==> src/rtl/onehot_encoder_8x3_seq_if.sv <==
// Stream bundle for onehot_encoder_8x3_seq: request vector in, encoded codes out.
// Optional out_last is present only when ENC_LAST_EN is defined.
interface onehot_encoder_8x3_seq_if #(
    parameter int CNT_W = 16
) ();
    logic             in_valid;
    logic             in_ready;
    logic [7:0]       in_vec;
    logic             out_valid;
    logic             out_ready;
    logic [2:0]       out_code;
    logic             drop;
    logic [CNT_W-1:0] code_cnt;
`ifdef ENC_LAST_EN
    logic             out_last;
`endif

    modport master (
        output in_valid,
        output in_vec,
        output out_ready,
        input  in_ready,
        input  out_valid,
        input  out_code,
        input  drop,
`ifdef ENC_LAST_EN
        input  out_last,
`endif
        input  code_cnt
    );

    modport slave (
        input  in_valid,
        input  in_vec,
        input  out_ready,
        output in_ready,
        output out_valid,
        output out_code,
        output drop,
`ifdef ENC_LAST_EN
        output out_last,
`endif
        output code_cnt
    );
endinterface

==> src/rtl/onehot_encoder_8x3_seq.sv <==
// Sequential 8-to-3 encoder: emits the code of every set request bit, lowest code first.
// Define ENC_LAST_EN to add out_last, flagging the final code of each vector.
module onehot_encoder_8x3_seq #(
    parameter bit CODE_MAP = 1'b1,
    parameter int CNT_W    = 16
) (
    input  logic                   clk,
    input  logic                   rst_n,
    onehot_encoder_8x3_seq_if.slave bus
);
    typedef enum logic [0:0] {
        IDLE = 1'b0,
        SCAN = 1'b1
    } state_t;

    state_t           r_state;
    state_t           w_state_nxt;
    logic [7:0]       r_pend;
    logic [7:0]       w_pend_nxt;
    logic             r_drop;
    logic             w_drop_nxt;
    logic [CNT_W-1:0] r_code_cnt;
    logic [CNT_W-1:0] w_cnt_nxt;
    logic [2:0]       w_code;
    logic [2:0]       w_sel_idx;
    logic [7:0]       w_sel_mask;

    function automatic logic [2:0] code_to_idx(input logic [2:0] code);
        logic [2:0] idx;
        if (CODE_MAP) begin
            idx = 3'd7 - code;
        end else begin
            idx = code;
        end
        return idx;
    endfunction

    // Pick the pending bit with the lowest code; scanning high-to-low lets the last hit win.
    always_comb begin
        w_code    = 3'd0;
        w_sel_idx = 3'd0;
        for (int i = 7; i >= 0; i--) begin
            if (r_pend[code_to_idx(3'(i))]) begin
                w_code    = 3'(i);
                w_sel_idx = code_to_idx(3'(i));
            end else begin
                w_code    = w_code;
                w_sel_idx = w_sel_idx;
            end
        end
        w_sel_mask = 8'd1 << w_sel_idx;
    end

    // Next-state, pending-vector, drop and counter logic.
    always_comb begin
        w_state_nxt = r_state;
        w_pend_nxt  = r_pend;
        w_drop_nxt  = 1'b0;
        w_cnt_nxt   = r_code_cnt;
        case (r_state)
            IDLE: begin
                if (bus.in_valid) begin
                    if (bus.in_vec != 8'd0) begin
                        w_pend_nxt  = bus.in_vec;
                        w_state_nxt = SCAN;
                    end else begin
                        w_drop_nxt  = 1'b1;
                    end
                end else begin
                    w_state_nxt = IDLE;
                end
            end
            SCAN: begin
                if (bus.out_ready) begin
                    w_pend_nxt = r_pend & ~w_sel_mask;
                    w_cnt_nxt  = r_code_cnt + CNT_W'(1);
                    if (w_pend_nxt == 8'd0) begin
                        w_state_nxt = IDLE;
                    end else begin
                        w_state_nxt = SCAN;
                    end
                end else begin
                    w_state_nxt = SCAN;
                end
            end
            default: begin
                w_state_nxt = IDLE;
                w_pend_nxt  = 8'd0;
            end
        endcase
    end

    // State and datapath registers; reset drops any pending vector.
    always_ff @(posedge clk or negedge rst_n) begin
        if (!rst_n) begin
            r_state    <= IDLE;
            r_pend     <= 8'd0;
            r_drop     <= 1'b0;
            r_code_cnt <= '0;
        end else begin
            r_state    <= w_state_nxt;
            r_pend     <= w_pend_nxt;
            r_drop     <= w_drop_nxt;
            r_code_cnt <= w_cnt_nxt;
        end
    end

    assign bus.in_ready  = (r_state == IDLE);
    assign bus.out_valid = (r_state == SCAN);
    assign bus.out_code  = (r_state == SCAN) ? w_code : 3'd0;
    assign bus.drop      = r_drop;
    assign bus.code_cnt  = r_code_cnt;
`ifdef ENC_LAST_EN
    assign bus.out_last  = (r_state == SCAN) && ((r_pend & (r_pend - 8'd1)) == 8'd0);
`endif
endmodule

==> src/flat_wrapper.sv <==
// flat-port wrapper written by rule: the top's interface ports become plain ports
module onehot_encoder_8x3_seq_flat 
#(
    parameter bit CODE_MAP = 1'b1,
    parameter int CNT_W    = 16
)
  (clk, rst_n, bus_in_valid, bus_in_vec, bus_out_ready, bus_in_ready, bus_out_valid, bus_out_code, bus_drop, bus_code_cnt);
  onehot_encoder_8x3_seq_if #(.CNT_W(CNT_W)) bus_i ();
  input  logic clk;
  input  logic rst_n;
  input wire logic [$bits(bus_i.in_valid)-1:0] bus_in_valid;
  input wire logic [$bits(bus_i.in_vec)-1:0] bus_in_vec;
  input wire logic [$bits(bus_i.out_ready)-1:0] bus_out_ready;
  output wire logic [$bits(bus_i.in_ready)-1:0] bus_in_ready;
  output wire logic [$bits(bus_i.out_valid)-1:0] bus_out_valid;
  output wire logic [$bits(bus_i.out_code)-1:0] bus_out_code;
  output wire logic [$bits(bus_i.drop)-1:0] bus_drop;
  output wire logic [$bits(bus_i.code_cnt)-1:0] bus_code_cnt;
  assign bus_i.in_valid = bus_in_valid;
  assign bus_i.in_vec = bus_in_vec;
  assign bus_i.out_ready = bus_out_ready;
  assign bus_in_ready = bus_i.in_ready;
  assign bus_out_valid = bus_i.out_valid;
  assign bus_out_code = bus_i.out_code;
  assign bus_drop = bus_i.drop;
  assign bus_code_cnt = bus_i.code_cnt;
  onehot_encoder_8x3_seq #(.CODE_MAP(CODE_MAP), .CNT_W(CNT_W)) u_core (.clk(clk), .rst_n(rst_n), .bus(bus_i));
endmodule
==> config.mk <==
export PLATFORM = sky130hd
export DESIGN_NAME = onehot_encoder_8x3_seq_flat
export DESIGN_NICKNAME = d
export VERILOG_FILES = /design/src/rtl/onehot_encoder_8x3_seq_if.sv /design/src/rtl/onehot_encoder_8x3_seq.sv /design/src/flat_wrapper.sv
export SDC_FILE = /design/constraint.sdc
export NUM_CORES = 1
export LEC_CHECK = 0
export ABC_AREA = 1
export CAP_MARGIN = 15
export CORE_ASPECT_RATIO = 1.4
export CORE_MARGIN = 2
export CORE_UTILIZATION = 53
export CTS_CLUSTER_SIZE = 24
export DETAILED_ROUTE_END_ITERATION = 10
export HOLD_SLACK_MARGIN = 0.06
export MAX_ROUTING_LAYER = met4
export PLACE_DENSITY = 0.85
export SYNTH_ARGS = -nofsm -noshare
export SYNTH_HDL_FRONTEND = slang
export SYNTH_SLANG_ARGS = --single-unit
==> constraint.sdc <==
create_clock -name clk -period 4.3 [get_ports clk]
set_clock_uncertainty 0.1 [all_clocks]
set_input_delay 0.43 -clock clk [delete_from_list [all_inputs] [get_ports clk]]
set_output_delay 0.43 -clock clk [all_outputs]
set_load 0.005 [all_outputs]
==> run metrics, run 1 <==
initial core utilization=55.32%; CTS tree=done; critical path start-end classification=register to output port; row count=22; #FFs+latches synth=26; DR WL/cell=12.67 um; final setup violation count=0; vias in the first global route=1,231; YS warnings=0; Min Clock Period, post-route=2488 ps; Final Wtd Congestion=1.006; final hold vios=0; Mapped Area=1431 um2; Tcrit/Tclk final=57.86%; Post-Syn Instances=178; final slew viol count=0; Peak supply drop=300.3 uV; antenna-violating nets left=0; detailed placement HPWL=2.498 mm; placed cell areas=1797 um2; actual slew at the worst max-slew pin=725.4 ps; Total Power=1.052 mW; post-CTS setup buffers=0; post-CTS sizing=0; clk root buf=clkbuf_4; worst hold margin=414.0 ps; Worst setup EP type=output port; clock latency on the worst-skew pair=320 ps; Die Span Y=65.49 um; Avg Inst Size Synth=8.041 um2; Max-Cap Viols=0; IO buf count=33; antenna violations before repair=0; CTS clk-pin slew, worst paths=140 ps; antenna cells=0; Layout area overhead=30.24%; initial drt markers=50; Worst Hold Class=primary input to async pin; CP required=3770 ps; TNS Setup=0 ps; status=complete, no violations; Synthesized Nets=191; layout cells sized above 1=8.411%; I/O Pins=34; Max-slew headroom=51.49%; synth unique cells=28; vias per cell=5.156; Max Freq=401.9 MHz; Clock Path Buffers=2; final worst setup slack=1812 ps; global-route wire length before repair=5.133 mm; Core ar.=2587 um2; grt total ovfl=0; placed cells=245; clk sink count=26; Setup crit start kind=register; Layout Utilization=72.05%; Post-CTS Hold Fix Bufs=0; Post-layout nets=228; RSZ-0062 raised after global routing=no; gr usage total=22.99%; die area=3138 um2; final instance area=1864 um2; DR vias=1,289; Arr. time, crit path=1960 ps; power density cells=564.3 nW/um2; non-filler cells, final=250; pre-CTS setup slack=2189 ps; die width=47.92 um; crit-path max FO=13; register area share after synthesis=45.45%; largest net degree at the start of global routing=27; TritonCTS buffer count=3; H-tree Lvls=1; Final Routed Wirelength=3.168 mm; Detailed Routing Iterations Pass 1=4; drt drc=0; Static Leak=0.8819 nW
[worst max-delay path: stages (launching register included)]
cell and delay (ps):
dfrtp_1 610, inv_2 170, a311oi_1 300, clkdlybuf4s50_1 550
[cell type report]
type                       instances  area [um2]
timing repair buffer              34       345.3
fill                             216       723.2
tap                               36       45.04
clock inverter                     1       30.03
multi-input combinational        129       691.9
sequential                        26       650.6
clock buffer                       3       22.52
inverter                          21       78.83
[placed cells by master, fill, tap and decap left out, types with 2 or more instances in the layout]
cell,instances
dfrtp_1,26
nor2_4,2
clkdlybuf4s50_1,33
o22ai_1,2
nor3_1,4
a21oi_1,2
nor2_1,20
xor2_1,6
and2_1,2
nor2_2,4
o211ai_1,2
nand3_1,7
nand2_1,46
o21ai_1,7
xnor2_1,8
nand4_1,3
o21ai_0,5
clkbuf_4,3
inv_1,18
inv_2,3
[state kept, by name (all words and copies together) (netlist names)]
name                  flops
u_core.bus.out_valid      1
u_core.bus.code_cnt      16
u_core.bus.drop           1
u_core.r_pend             8
[routing by layer]
layer,vias to the layer above,global-route usage (%),wire length [um]
li1,641,-,-
met1,598,28.49,1290
met2,45,39.17,1689
met3,5,2.473,152
met4,0,5.068,35
met5,-,-,0
[power breakdown]
group          total (mW)  switching [mW]  internal (mW)  leakage [nW]
sequential          0.393          0.0864          0.307         0.337
combinational       0.490           0.258          0.232         0.517
clock               0.169          0.0746         0.0943        0.0279
[synthesized netlist by cell type]
cell      number  area (um2)
a21oi_1        2       10.01
nor4_1         1       6.260
nor3_1         4       20.02
a311oi_1       1       8.760
inv_1         18       67.56
ha_1           1       12.51
nand2_1       46       172.7
dfrtp_1       26       650.6
nand4_4        1       21.27
xnor2_1        8       70.07
nand4_1        3       18.77
nor2_1        20       75.07
a211oi_1       1       7.510
buf_2          2       10.01
nor3_2         1       10.01
nand2_2        1       6.260
and2_1         2       12.51
nand3_2        1       10.01
xor2_1         6       52.55
nor2_2         4       25.02
nor2_4         2       22.52
o21ai_0        5       25.02
o22ai_1        2       12.51
nand3_1        7       35.03
nand3b_1       1       7.510
o211ai_1       2       15.01
inv_2          3       11.26
o21ai_1        7       35.03
[cells by family (layout without fill, tap and decap cells)]
kind of cell | Yosys count | in the layout | share of synthesized area [%]
AO/OA/AOI/OAI | 20 | 20 | 7.954
adder cells (fa/ha/maj) | 1 | 1 | 0.8740
XOR/XNOR | 14 | 14 | 8.567
flip-flops | 26 | 26 | 45.45
buffers and inverters | 23 | 59 | 6.206
AND/OR/NAND/NOR | 94 | 94 | 30.94
[worst paths after layout]
check / to / slack (ps) / depth (start not counted) / from
setup reg to reg: u_core.bus.code_cnt[14] / 2560 / 5 / u_core.bus.out_valid
setup / recovery: bus_out_code[1] / 1810 / 3 / u_core.bus.out_valid
min in group clk: u_core.bus.code_cnt[13] / 430 / 1 / u_core.bus.code_cnt[13]
hold / removal: u_core.bus.code_cnt[8] / 410 / 1 / rst_n
hold reg to reg: u_core.bus.code_cnt[13] / 430 / 1 / u_core.bus.code_cnt[13]
max in group asynchronous: u_core.bus.code_cnt[4] / 3160 / 2 / rst_n
Note: power is estimated with default switching activity, not from simulation.
==> run 2, diff against run 1 <==
--- a/config.mk
+++ b/config.mk
@@ -9,12 +9,12 @@
 export CAP_MARGIN = 15
 export CORE_ASPECT_RATIO = 1.4
 export CORE_MARGIN = 2
-export CORE_UTILIZATION = 53
+export CORE_UTILIZATION = 44
 export CTS_CLUSTER_SIZE = 24
 export DETAILED_ROUTE_END_ITERATION = 10
 export HOLD_SLACK_MARGIN = 0.06
 export MAX_ROUTING_LAYER = met4
-export PLACE_DENSITY = 0.85
+export PLACE_DENSITY = 0.76
 export SYNTH_ARGS = -nofsm -noshare
 export SYNTH_HDL_FRONTEND = slang
 export SYNTH_SLANG_ARGS = --single-unit
==> constraint.sdc (replaced) <==
create_clock -name clk -period 2 [get_ports clk]
set_clock_uncertainty 0.1 [all_clocks]
set_input_delay 0.2 -clock clk [delete_from_list [all_inputs] [get_ports clk]]
set_output_delay 0.2 -clock clk [all_outputs]
set_load 0.005 [all_outputs]
==> run metrics, run 2 (synthesized netlist as in run 1, its figures left out) <==
status=complete, no violations; antenna violations before repair=0; Max Freq=550.6 MHz; Peak supply drop=751.3 uV; final slew viol count=0; CTS tree=done; power density cells=1253 nW/um2; Min Clock Period, post-route=1816 ps; Max-slew headroom=77.36%; Post-CTS Hold Fix Bufs=0; Clock Path Buffers=2; DR WL/cell=12.41 um; largest net degree at the start of global routing=27; Tcrit/Tclk final=90.80%; grt total ovfl=0; Layout area overhead=36.45%; Layout Utilization=62.54%; H-tree Lvls=1; Detailed Routing Iterations Pass 1=4; Final Wtd Congestion=0.9075; RSZ-0062 raised after global routing=no; row count=24; leading cell type in the layout, fill and taps excluded=nand2_1; critical path start-end classification=register to output port; CP required=1700 ps; Total Power=2.447 mW; Max-Cap Viols=0; clk sink count=26; vias per cell=5.176; layout cells sized above 1=13.06%; global-route wire length before repair=5.368 mm; Setup crit start kind=register; Worst setup EP type=output port; actual slew at the worst max-slew pin=339.6 ps; initial drt markers=24; clk root buf=clkbuf_8; area of the multi-input gates=701.9 um2; initial core utilization=45.83%; CTS clk-pin slew, worst paths=90 ps; TNS Setup=0 ps; gr usage total=19.47%; drt drc=0; Post-layout nets=236; Arr. time, crit path=1520 ps; TritonCTS buffer count=3; crit-path max FO=9; detailed placement HPWL=2.551 mm; final hold vios=0; Worst Hold Class=primary input to async pin; vias in the first global route=1,346; clock latency on the worst-skew pair=270 ps; final setup violation count=0; DR vias=1,351; antenna cells=0; Core ar.=3123 um2; most frequent cells in the layout=nand2_1, clkdlybuf4s50_1, dfrtp_1; register area=654.4 um2; die width=52.21 um; fill count=288; antenna-violating nets left=0; I/O Pins=34; IO buf count=33; Die Span Y=71.49 um; Final Routed Wirelength=3.238 mm; die area=3732 um2; r2r setup slk=380 ps; Static Leak=0.9447 nW; max reg flops=16
run 2: changes by cell type in the layout (fill, tap and decap cells not counted), moves of 2 or more:
cell,change
buf_4,+9
clkbuf_4,-3
clkbuf_8,+3
clkdlybuf4s50_1,-3
dfrtp_1,-3
dfrtp_2,+3
dlygate4sd2_1,+2
nor2_2,-2
nor2_4,+2
run 2: layer usage:
| metal | share of wire (%) | GRT usage [%] | wire (um) |
|---|---|---|---|
| met5 | 0 | - | 0 |
| met4 | 3.9 | 11.68 | 127 |
| met3 | 3.7 | 1.875 | 120 |
| met2 | 53 | 34.18 | 1711 |
| met1 | 39 | 20.43 | 1278 |
run 2: worst max-delay path, stage by stage, from the launching register on:
cell and delay, ps:
dfrtp_2 490, inv_2 90, buf_4 150, clkdlybuf4s50_1 510
run 2: per-stage QoR:
stage / area (um2) / instances / setup slack [ps] / hold slack (ps)
after floorplan: 1431 / 178 / 609.5 / -195.6
after global placement: 1838 / 253 / 223.7 / 387.9
after detailed placement: 1838 / 253 / 229.3 / 395.0
after global routing: 1953 / 261 / 123.3 / 224.0
after CTS: 1917 / 257 / 10.36 / 206.5
final: 1953 / 261 / 183.9 / 200.3
run 2: layout make-up:
type                    count  area share, %
multi-input cells         129          35.94
clock inverters             1          1.537
clock buffers               3          2.114
repair buffers             42          20.37
well taps                  39          2.498
flip-flops and latches     26          33.50
inverters                  21          4.036
run 2: timing repair:
action                                  4_1_cts  5_1_grt
endpoints found under the setup margin        3        1
setup buffers                                 0        4
pin swaps                                     0        1
resized for setup                             4        4
run 2: worst paths after layout:
| kind | start | endpoint | cells after the start |
|---|---|---|---|
| worst min register to register | u_core.bus.code_cnt[14] | u_core.bus.code_cnt[14] | 1 |
| min in group clk | bus_in_valid | u_core.bus.drop | 3 |
| worst max register to register | u_core.r_pend[4] | u_core.bus.out_valid | 9 |
| worst min-delay path | rst_n | u_core.bus.code_cnt[10] | 2 |
| max in group asynchronous | rst_n | u_core.r_pend[4] | 2 |
| worst max-delay path | u_core.bus.out_valid | bus_in_ready | 3 |
run 2: where the power goes:
part | switching, mW | total [mW] | internal (mW)
registers | 0.186 | 0.853 | 0.666
clock network | 0.165 | 0.433 | 0.268
logic | 0.593 | 1.16 | 0.569
